<file path="src/rtl/spi_ram_pkg.sv">
// Shared definitions for the SPI-style RAM controller.
//   - Command opcodes carried in din[DATA_WIDTH+1:DATA_WIDTH]
//   - Controller FSM state encoding
package spi_ram_pkg;

  localparam logic [1:0] OP_WR_ADDR = 2'b00;
  localparam logic [1:0] OP_WR_DATA = 2'b01;
  localparam logic [1:0] OP_RD_ADDR = 2'b10;
  localparam logic [1:0] OP_RD_DATA = 2'b11;

  typedef enum logic [0:0] {
    StIdle   = 1'b0,
    StTxWait = 1'b1
  } state_e;

endpackage

</file>
<file path="src/rtl/ram_sp_array.sv">
// Single-port word array: one write or one read per cycle.
// Ports:
//   clk   - clock, write on rising edge
//   we    - write enable
//   addr  - shared read/write address
//   wdata - write data
//   rdata - combinational read data; all-zero for addresses >= MEM_DEPTH
// Contents are never reset. Out-of-range writes are dropped.
module ram_sp_array #(
  parameter int unsigned ADDR_SIZE  = 8,
  parameter int unsigned DATA_WIDTH = 8,
  parameter int unsigned MEM_DEPTH  = 2 ** ADDR_SIZE
) (
  input  logic                  clk,
  input  logic                  we,
  input  logic [ADDR_SIZE-1:0]  addr,
  input  logic [DATA_WIDTH-1:0] wdata,
  output logic [DATA_WIDTH-1:0] rdata
);

  localparam int unsigned IdxW = (MEM_DEPTH > 1) ? $clog2(MEM_DEPTH) : 1;
  localparam logic [ADDR_SIZE:0] DepthW = (ADDR_SIZE + 1)'(MEM_DEPTH);

  logic [DATA_WIDTH-1:0] mem [MEM_DEPTH];
  logic                  in_range;

  assign in_range = {1'b0, addr} < DepthW;

  always_ff @(posedge clk) begin
    if (we && in_range) begin
      mem[addr[IdxW-1:0]] <= wdata;
    end
  end

  assign rdata = in_range ? mem[addr[IdxW-1:0]] : '0;

endmodule

</file>
<file path="src/rtl/spi_ram_ctrl.sv">
// Command-driven RAM controller with separate write and read address pointers.
// Ports:
//   clk      - clock, rising edge
//   rst      - synchronous active-high reset
//   din      - {opcode[1:0], payload[DATA_WIDTH-1:0]}
//   rx_valid - din carries a command
//   rx_ready - command accepted when high together with rx_valid
//   dout     - read data, held stable while tx_valid is high
//   tx_valid - dout valid
//   tx_ready - consumer takes dout
//   err      - sticky: dropped command or out-of-range access; cleared by rst only
module spi_ram_ctrl
  import spi_ram_pkg::*;
#(
  parameter int unsigned ADDR_SIZE  = 8,
  parameter int unsigned DATA_WIDTH = 8,
  parameter int unsigned MEM_DEPTH  = 2 ** ADDR_SIZE,
  parameter bit          AUTO_INC   = 1'b1
) (
  input  logic                  clk,
  input  logic                  rst,
  input  logic [DATA_WIDTH+1:0] din,
  input  logic                  rx_valid,
  output logic                  rx_ready,
  output logic [DATA_WIDTH-1:0] dout,
  output logic                  tx_valid,
  input  logic                  tx_ready,
  output logic                  err
);

  localparam logic [ADDR_SIZE:0] DepthW = (ADDR_SIZE + 1)'(MEM_DEPTH);
  localparam logic [ADDR_SIZE:0] LastW  = DepthW - 1'b1;

  state_e state_q, state_d;

  logic [ADDR_SIZE-1:0]  addr_wr_q, addr_rd_q;
  logic [ADDR_SIZE-1:0]  addr_wr_inc, addr_rd_inc;
  logic [DATA_WIDTH-1:0] dout_q;
  logic                  err_q;

  logic [1:0]            op;
  logic [DATA_WIDTH-1:0] payload;
  logic                  accept;
  logic                  wr_addr_acc, wr_data_acc, rd_addr_acc, rd_data_acc;
  logic                  dropped;
  logic [ADDR_SIZE-1:0]  ram_addr;
  logic [DATA_WIDTH-1:0] ram_rdata;
  logic                  ram_addr_ok;

  assign op      = din[DATA_WIDTH+1:DATA_WIDTH];
  assign payload = din[DATA_WIDTH-1:0];

  assign accept      = rx_valid && rx_ready;
  assign wr_addr_acc = accept && (op == OP_WR_ADDR);
  assign wr_data_acc = accept && (op == OP_WR_DATA);
  assign rd_addr_acc = accept && (op == OP_RD_ADDR);
  assign rd_data_acc = accept && (op == OP_RD_DATA);
  assign dropped     = rx_valid && !rx_ready;

  // Single port: the write pointer owns the port only on an accepted write.
  assign ram_addr    = wr_data_acc ? addr_wr_q : addr_rd_q;
  assign ram_addr_ok = {1'b0, ram_addr} < DepthW;

  // Wrap to zero after the last implemented word; out-of-range pointers just count on.
  always_comb begin
    addr_wr_inc = addr_wr_q + 1'b1;
    addr_rd_inc = addr_rd_q + 1'b1;
    if ({1'b0, addr_wr_q} == LastW) addr_wr_inc = '0;
    if ({1'b0, addr_rd_q} == LastW) addr_rd_inc = '0;
  end

  ram_sp_array #(
    .ADDR_SIZE  (ADDR_SIZE),
    .DATA_WIDTH (DATA_WIDTH),
    .MEM_DEPTH  (MEM_DEPTH)
  ) u_ram (
    .clk   (clk),
    .we    (wr_data_acc),
    .addr  (ram_addr),
    .wdata (payload),
    .rdata (ram_rdata)
  );

  // FSM state register
  always_ff @(posedge clk) begin
    if (rst) state_q <= StIdle;
    else     state_q <= state_d;
  end

  // FSM next state
  always_comb begin
    state_d = state_q;
    unique case (state_q)
      StIdle:   if (rd_data_acc) state_d = StTxWait;
      StTxWait: if (tx_ready)    state_d = StIdle;
      default:  state_d = StIdle;
    endcase
  end

  // FSM outputs: decoded from the state register only
  always_comb begin
    rx_ready = 1'b0;
    tx_valid = 1'b0;
    unique case (state_q)
      StIdle:   rx_ready = 1'b1;
      StTxWait: tx_valid = 1'b1;
      default:  rx_ready = 1'b0;
    endcase
  end

  // Address pointers, read data and sticky error
  always_ff @(posedge clk) begin
    if (rst) begin
      addr_wr_q <= '0;
      addr_rd_q <= '0;
      dout_q    <= '0;
      err_q     <= 1'b0;
    end else begin
      if (wr_addr_acc) addr_wr_q <= payload[ADDR_SIZE-1:0];
      else if (wr_data_acc && AUTO_INC) addr_wr_q <= addr_wr_inc;

      if (rd_addr_acc) addr_rd_q <= payload[ADDR_SIZE-1:0];
      else if (rd_data_acc && AUTO_INC) addr_rd_q <= addr_rd_inc;

      // Only loaded on accept, so dout holds through TX_WAIT.
      if (rd_data_acc) dout_q <= ram_rdata;

      if (dropped || ((wr_data_acc || rd_data_acc) && !ram_addr_ok)) err_q <= 1'b1;
    end
  end

  assign dout = dout_q;
  assign err  = err_q;

endmodule

</file>
<file path="config.mk">
export PLATFORM = sky130hd
export DESIGN_NAME = spi_ram_ctrl
export DESIGN_NICKNAME = d
export VERILOG_FILES = /design/src/rtl/spi_ram_pkg.sv /design/src/rtl/ram_sp_array.sv /design/src/rtl/spi_ram_ctrl.sv
export SDC_FILE = /design/constraint.sdc
export NUM_CORES = 2
export LEC_CHECK = 0
export ABC_AREA = 1
export CORE_ASPECT_RATIO = 1.1
export CORE_MARGIN = 3
export CORE_UTILIZATION = 30
export CTS_CLUSTER_DIAMETER = 200
export DETAILED_ROUTE_END_ITERATION = 8
export GPL_TIMING_DRIVEN = 0
export SLEW_MARGIN = 25
export SYNTH_ARGS = -nofsm -noshare
export SYNTH_HDL_FRONTEND = slang
export SYNTH_HIERARCHICAL = 1
export SYNTH_SLANG_ARGS = --single-unit
export TNS_END_PERCENT = 10
</file>
<file path="constraint.sdc">
create_clock -name clk -period 4.2 [get_ports clk]
set_input_delay 0.84 -clock clk [delete_from_list [all_inputs] [get_ports clk]]
set_output_delay 0.84 -clock clk [all_outputs]
set_load 0.01 [all_outputs]
</file>
After elaboration in Yosys (flattened, before gate mapping):

Memories as Yosys holds them, arrays and structs flattened. A register that Yosys moved wholly into a read port is not among the register bits.
Cells that the tools add are included.

* flip-flop bits (word level): 18
* latch bits: 0
* RAM bits: 2048
* memory bits (read-only): 0
* input port bits: 14
* logic and storage cells: 36
* memories: 1

* add/subtract/negate cells: 2
* $mul: 0
* div/mod/pow operators: 0
* magnitude comparators: 0
* eq/ne operators: 5
* shift-type cells: 0
* mux-type cells: 14
* bitwise gates (word level): 1
* reductions and logical operators: 9

Memory list
* u_ram.mem: words 256, width 8, rd ports 1, clocked after memory_dff 1, wr ports 1, line ram_sp_array.sv:24 `logic [DATA_WIDTH-1:0] mem [MEM_DEPTH];`

Operator list (count)
* $mux 8: 7
* $add 8x1->8 const B: 2
* $eq 8x8->1 const B: 2
* $logic_and 1x1->1: 6
* $mux 1: 6
* $eq 2x2->1 const B: 2
* $reduce_bool 2->1: 2
* $eq 2x1->1 const B: 1
* $logic_not 2->1: 1
* $pmux 1 s2: 1
* $not 1->1: 1

Depth between registers and ports, before layout:

* word-level depth: 5
* depth in mapped cells: 23
* mapped depth without buffers: 20

Modules after synthesis:

The synthesis kept the hierarchy.

By module, submodules not included
* ram_sp_array: times used 1, cells an instance 8013, area each 84696.2 um^2, seq. area each 61499.0 um^2
* spi_ram_ctrl: times used 1, cells an instance 230, area each 1455.1 um^2, seq. area each 520.5 um^2

Least setup slack after synthesis:

Ideal clock, no wire load.

* kind: input-to-reg
* start: in din[9]
* end: mem u_ram.mem[96][0] (enable)
* arrival time: 3025 ps
* required time: 3830 ps
* path slack: 805 ps
* cell stages on the path: 15
* buffers on the path: 6
* path through: inv_2 -> nand2_1 -> nor2_4 -> buf_2 -> o21ai_0 -> buf_6 -> buf_4 -> buf_6 -> buf_6 -> nor2_1 -> inv_1 -> nor2_1 -> nand2_1 -> buf_2 -> nor2_1

* elaborated cells on any way between the ends: 5
* classes of those cells: 1 x eq/ne; 3 x mux; 1 x reduce/logical

RTL lines
* from (decl): line spi_ram_ctrl.sv:22 `input logic [DATA_WIDTH+1:0] din,`
* $eq 2x1->1: line spi_ram_ctrl.sv:55 `assign wr_data_acc = accept && (op == OP_WR_DATA);`
* $logic_and 1x1->1: line spi_ram_ctrl.sv:55
* named net wr_data_acc: line spi_ram_ctrl.sv:44 `logic wr_addr_acc, wr_data_acc, rd_addr_acc, rd_data_acc;`
* $mux 8: line spi_ram_ctrl.sv:61 `assign ram_addr = wr_data_acc ? addr_wr_q : addr_rd_q;`
* named net ram_addr[0]: line spi_ram_ctrl.sv:46 `logic [ADDR_SIZE-1:0] ram_addr;`
* to (decl): line ram_sp_array.sv:24

The timed path passes the listed nets, and every way through them passes these cells.

Worst setup path after layout:

* start: in din[9]
* end: mem u_ram.mem[41][2] (enable)

Same word-level chain as after synthesis.

==> results.json <==
{
  "r2r_end": "u_ram/mem[21][4]",
  "stdcell_area_um2": 99600,
  "yosys.area.top_type": "edfxtp_1",
  "antenna_found_initial": 7,
  "die_w_um": 517,
  "irDropWorstVdd_uv": 358,
  "arrival_ns": 4.83,
  "met1Wirelength_mm": 106,
  "htreeDepth": 4,
  "layout_setup_ws_ns": -0.0670,
  "routed_wl_mm": 269,
  "ioPinCount": 25,
  "synthAdderAreaFrac_pct": 0.0290,
  "timing.fmax_ghz": 0.234,
  "wl_per_cell_um": 21.7,
  "r2r_cells": 14,
  "layout_min_cycle_time_ns": 4.27,
  "clk_latency_ns": 0.88,
  "ant_nets": 0,
  "synth-xor-area-share_pct": 0,
  "hold_end": "u_ram/mem[237][6]",
  "met2_length_mm": 126,
  "area_growth_pct": 15.6,
  "avgSynthCellArea_um2": 10.5,
  "cts_buffer_depth": 4,
  "synthSimpleGateAreaFrac_pct": 24.0,
  "cts_tree": "yes",
  "core_area_um2": 285000,
  "clock-root-buffer": "clkbuf_16",
  "grt_pass1_vias": 56600,
  "route.vias.total": 59600,
  "die_y_um": 568,
  "synth.area.top_cells": "edfxtp_1 71%, nand2_1 21%, nor2_1 1.7%",
  "critical_path_required_ns": 4.77,
  "p_leak_nw": 38.4,
  "grt_start_max_net_pins": 91,
  "synth_top_cell_area_share_pct": 71.4,
  "clock_sinks": 2074,
  "finalSetupTns_ns": -5.44,
  "clk_pin_slew_ns": 0.06,
  "route.detailed.drc": 0,
  "path_max_fanout": 11,
  "yosys_register_bits": 2074,
  "num_rows": 205,
  "viasPerCell": 4.81,
  "yosysUniqueCellTypes": 24,
  "hpwlAfterDp_mm": 189,
  "nNetsFinal": 8528,
  "cap_violations": 0,
  "synth_top_family_by_area": "simple AND/OR/NAND/NOR gates",
  "period_share_pct": 102,
  "synth_most_common_cell": "nand2_1",
  "clock_skew_ns": 0.100,
  "top_layer": "met5",
  "route.met3.wl_mm": 20.3,
  "r2r-start": "state_q",
  "worstSetupPathType": "in2reg",
  "start_util_pct": 30.3,
  "powerDensity_nw_per_um2": 446,
  "grt_setup_unrepaired": "yes",
  "portBuffers": 24,
  "netlist_instances": 8243,
  "worstSetupStartpointType": "input pin",
  "cp-end-kind": "flop",
  "synth_compound_area_share_pct": 1.46,
  "grt.total_usage_pct": 17.8,
  "synth_edf_count": 2048,
  "drive_above_1_share_pct": 9.99,
  "slew_violations": 0,
  "slew_headroom_pct": 21.3,
  "p_total_mw": 44.4,
  "async_flop_share_pct": 0,
  "hold_depth": 1,
  "grt_overflow": 0,
  "r2r_slack_ns": 0.09,
  "violations": "setup timing",
  "ys.warnings.count": 6,
  "die_area_um2": 294000,
  "syn_nets": 8259,
  "place_inst": 12000,
  "seq_area_frac_synth_pct": 72.0,
  "post-route-util_pct": 35.0,
  "gp_congestion": 0.969,
  "hold_path.startpoint": "din[6]",
  "syn-cell-area_um2": 86200,
  "hold_viol": 0,
  "synth_mux_area_share_pct": 0,
  "worst_pin_slew_ns": 1.18,
  "drt_pass1_iterations": 7,
  "outcome": "complete, but fails checks",
  "hold_path.class": "in2reg",
  "dp_slack_ns": -2.07,
  "numCtsBuffers": 211,
  "instances_no_fill": 12400,
  "hold_ws_ns": 0.343,
  "holdBufCountCts": 0,
  "finalSetupViolCount": 157,
  "grt_pass1_wl_mm": 386,
  "place_area_um2": 91900,
  "drtIter0Drc": 6228,
  "ys_dominant_reg_cell": "edfxtp_1",
  "ys_top_cells_by_count": "4823 x nand2_1, 2048 x edfxtp_1, 395 x nor2_1"
}
[power by group]
| part | total, mW | switching [mW] | internal (mW) |
|---|---|---|---|
| Combinational | 3.85 | 3.00 | 0.854 |
| Clock | 17.8 | 7.82 | 9.95 |
| Sequential | 22.8 | 0.0174 | 22.7 |
| Total | 44.4 | 10.8 | 33.6 |
[timing repair]
action | in CTS | in global routing
endpoints found under the setup margin | 2008 | 1326
setup buffers | 0 | 4
resized for setup | 330 | 144
cloned | 0 | 0
pin swaps | 0 | 2
[per-layer routing]
metal | GRT usage (%) | up-vias
met5 | 0 | -
met4 | 10.2 | 2
met3 | 2.56 | 544
met2 | 29.0 | 2377
met1 | 22.7 | 29100
li1 | - | 27600
[state kept, by name, indices dropped and copies added, names as in the netlist]
name	flops
dout	8
u_ram/mem	2048
addr_rd_q	8
err	1
addr_wr_q	8
state_q	1
[cell usage in the layout, fill, tap and decap left out, types with 3 or more instances in the layout]
cell | synthesis | final
a21oi_1 | 57 | 57
buf_1 | 52 | 44
buf_12 | 0 | 4
buf_16 | 0 | 25
buf_2 | 183 | 168
buf_4 | 7 | 23
buf_6 | 7 | 13
buf_8 | 0 | 8
bufinv_16 | 0 | 11
clkbuf_1 | 173 | 148
clkbuf_16 | 0 | 214
clkbuf_2 | 0 | 61
clkbuf_4 | 0 | 6
clkdlybuf4s50_1 | 0 | 16
clkinv_1 | 0 | 47
clkinv_2 | 0 | 42
clkinv_4 | 0 | 4
clkinvlp_4 | 0 | 7
dfxtp_1 | 26 | 26
diode_2 | 0 | 4
edfxtp_1 | 2048 | 2048
inv_1 | 56 | 55
inv_2 | 4 | 4
inv_4 | 3 | 3
inv_6 | 0 | 4
nand2_1 | 4823 | 4803
nand2_2 | 0 | 20
nand3_1 | 205 | 205
nor2_1 | 395 | 169
nor2_2 | 1 | 147
nor2_4 | 2 | 82
o21ai_0 | 71 | 61
o21ai_1 | 120 | 122
o21ai_2 | 0 | 8
[worst max-delay path by stage]
stage | slack, ns | end | depth (start not counted) | start
floorplan | 0.81 | u_ram/mem[96][0] | 15 | din[9]
global placement | -7.88 | u_ram/mem[148][2] | 1 | din[2]
detailed placement | -2.07 | u_ram/mem[49][4] | 16 | din[9]
CTS | -0.16 | dout[0] | 24 | din[9]
global route | -0.14 | u_ram/mem[231][7] | 12 | din[9]
finish | -0.07 | u_ram/mem[41][2] | 16 | din[9]
[worst max-delay path: stages]
cell,delay (ns)
clkdlybuf4s50_1,0.48
inv_2,0.15
nand2_1,0.10
nor2_4,0.23
buf_6,0.22
o21ai_2,0.15
inv_2,0.25
buf_4,0.33
buf_6,0.19
buf_4,0.32
nor2_1,0.07
inv_1,0.22
nor2_1,0.09
nand2_1,0.45
buf_4,0.51
nor2_2,0.19
[cells by family after synthesis]
group	count (synthesis)
AND/OR/NAND/NOR	5431
flip-flops	2074
buffers and inverters	485
AO/OA/AOI/OAI	251
adder cells (fa/ha/maj)	2
[cell type report]
type / instances / area (um^2)
antenna: 4 / 10.0
buffer: 422 / 2100
clock buffer: 254 / 5480
clock inverter: 119 / 930
fill: 28000 / 185000
inverter: 63 / 248
multi-input combinational: 5684 / 23000
sequential: 2074 / 62000
tap: 3726 / 4660
timing repair buffer: 56 / 1070
Power figures use the tool's default switching activity.
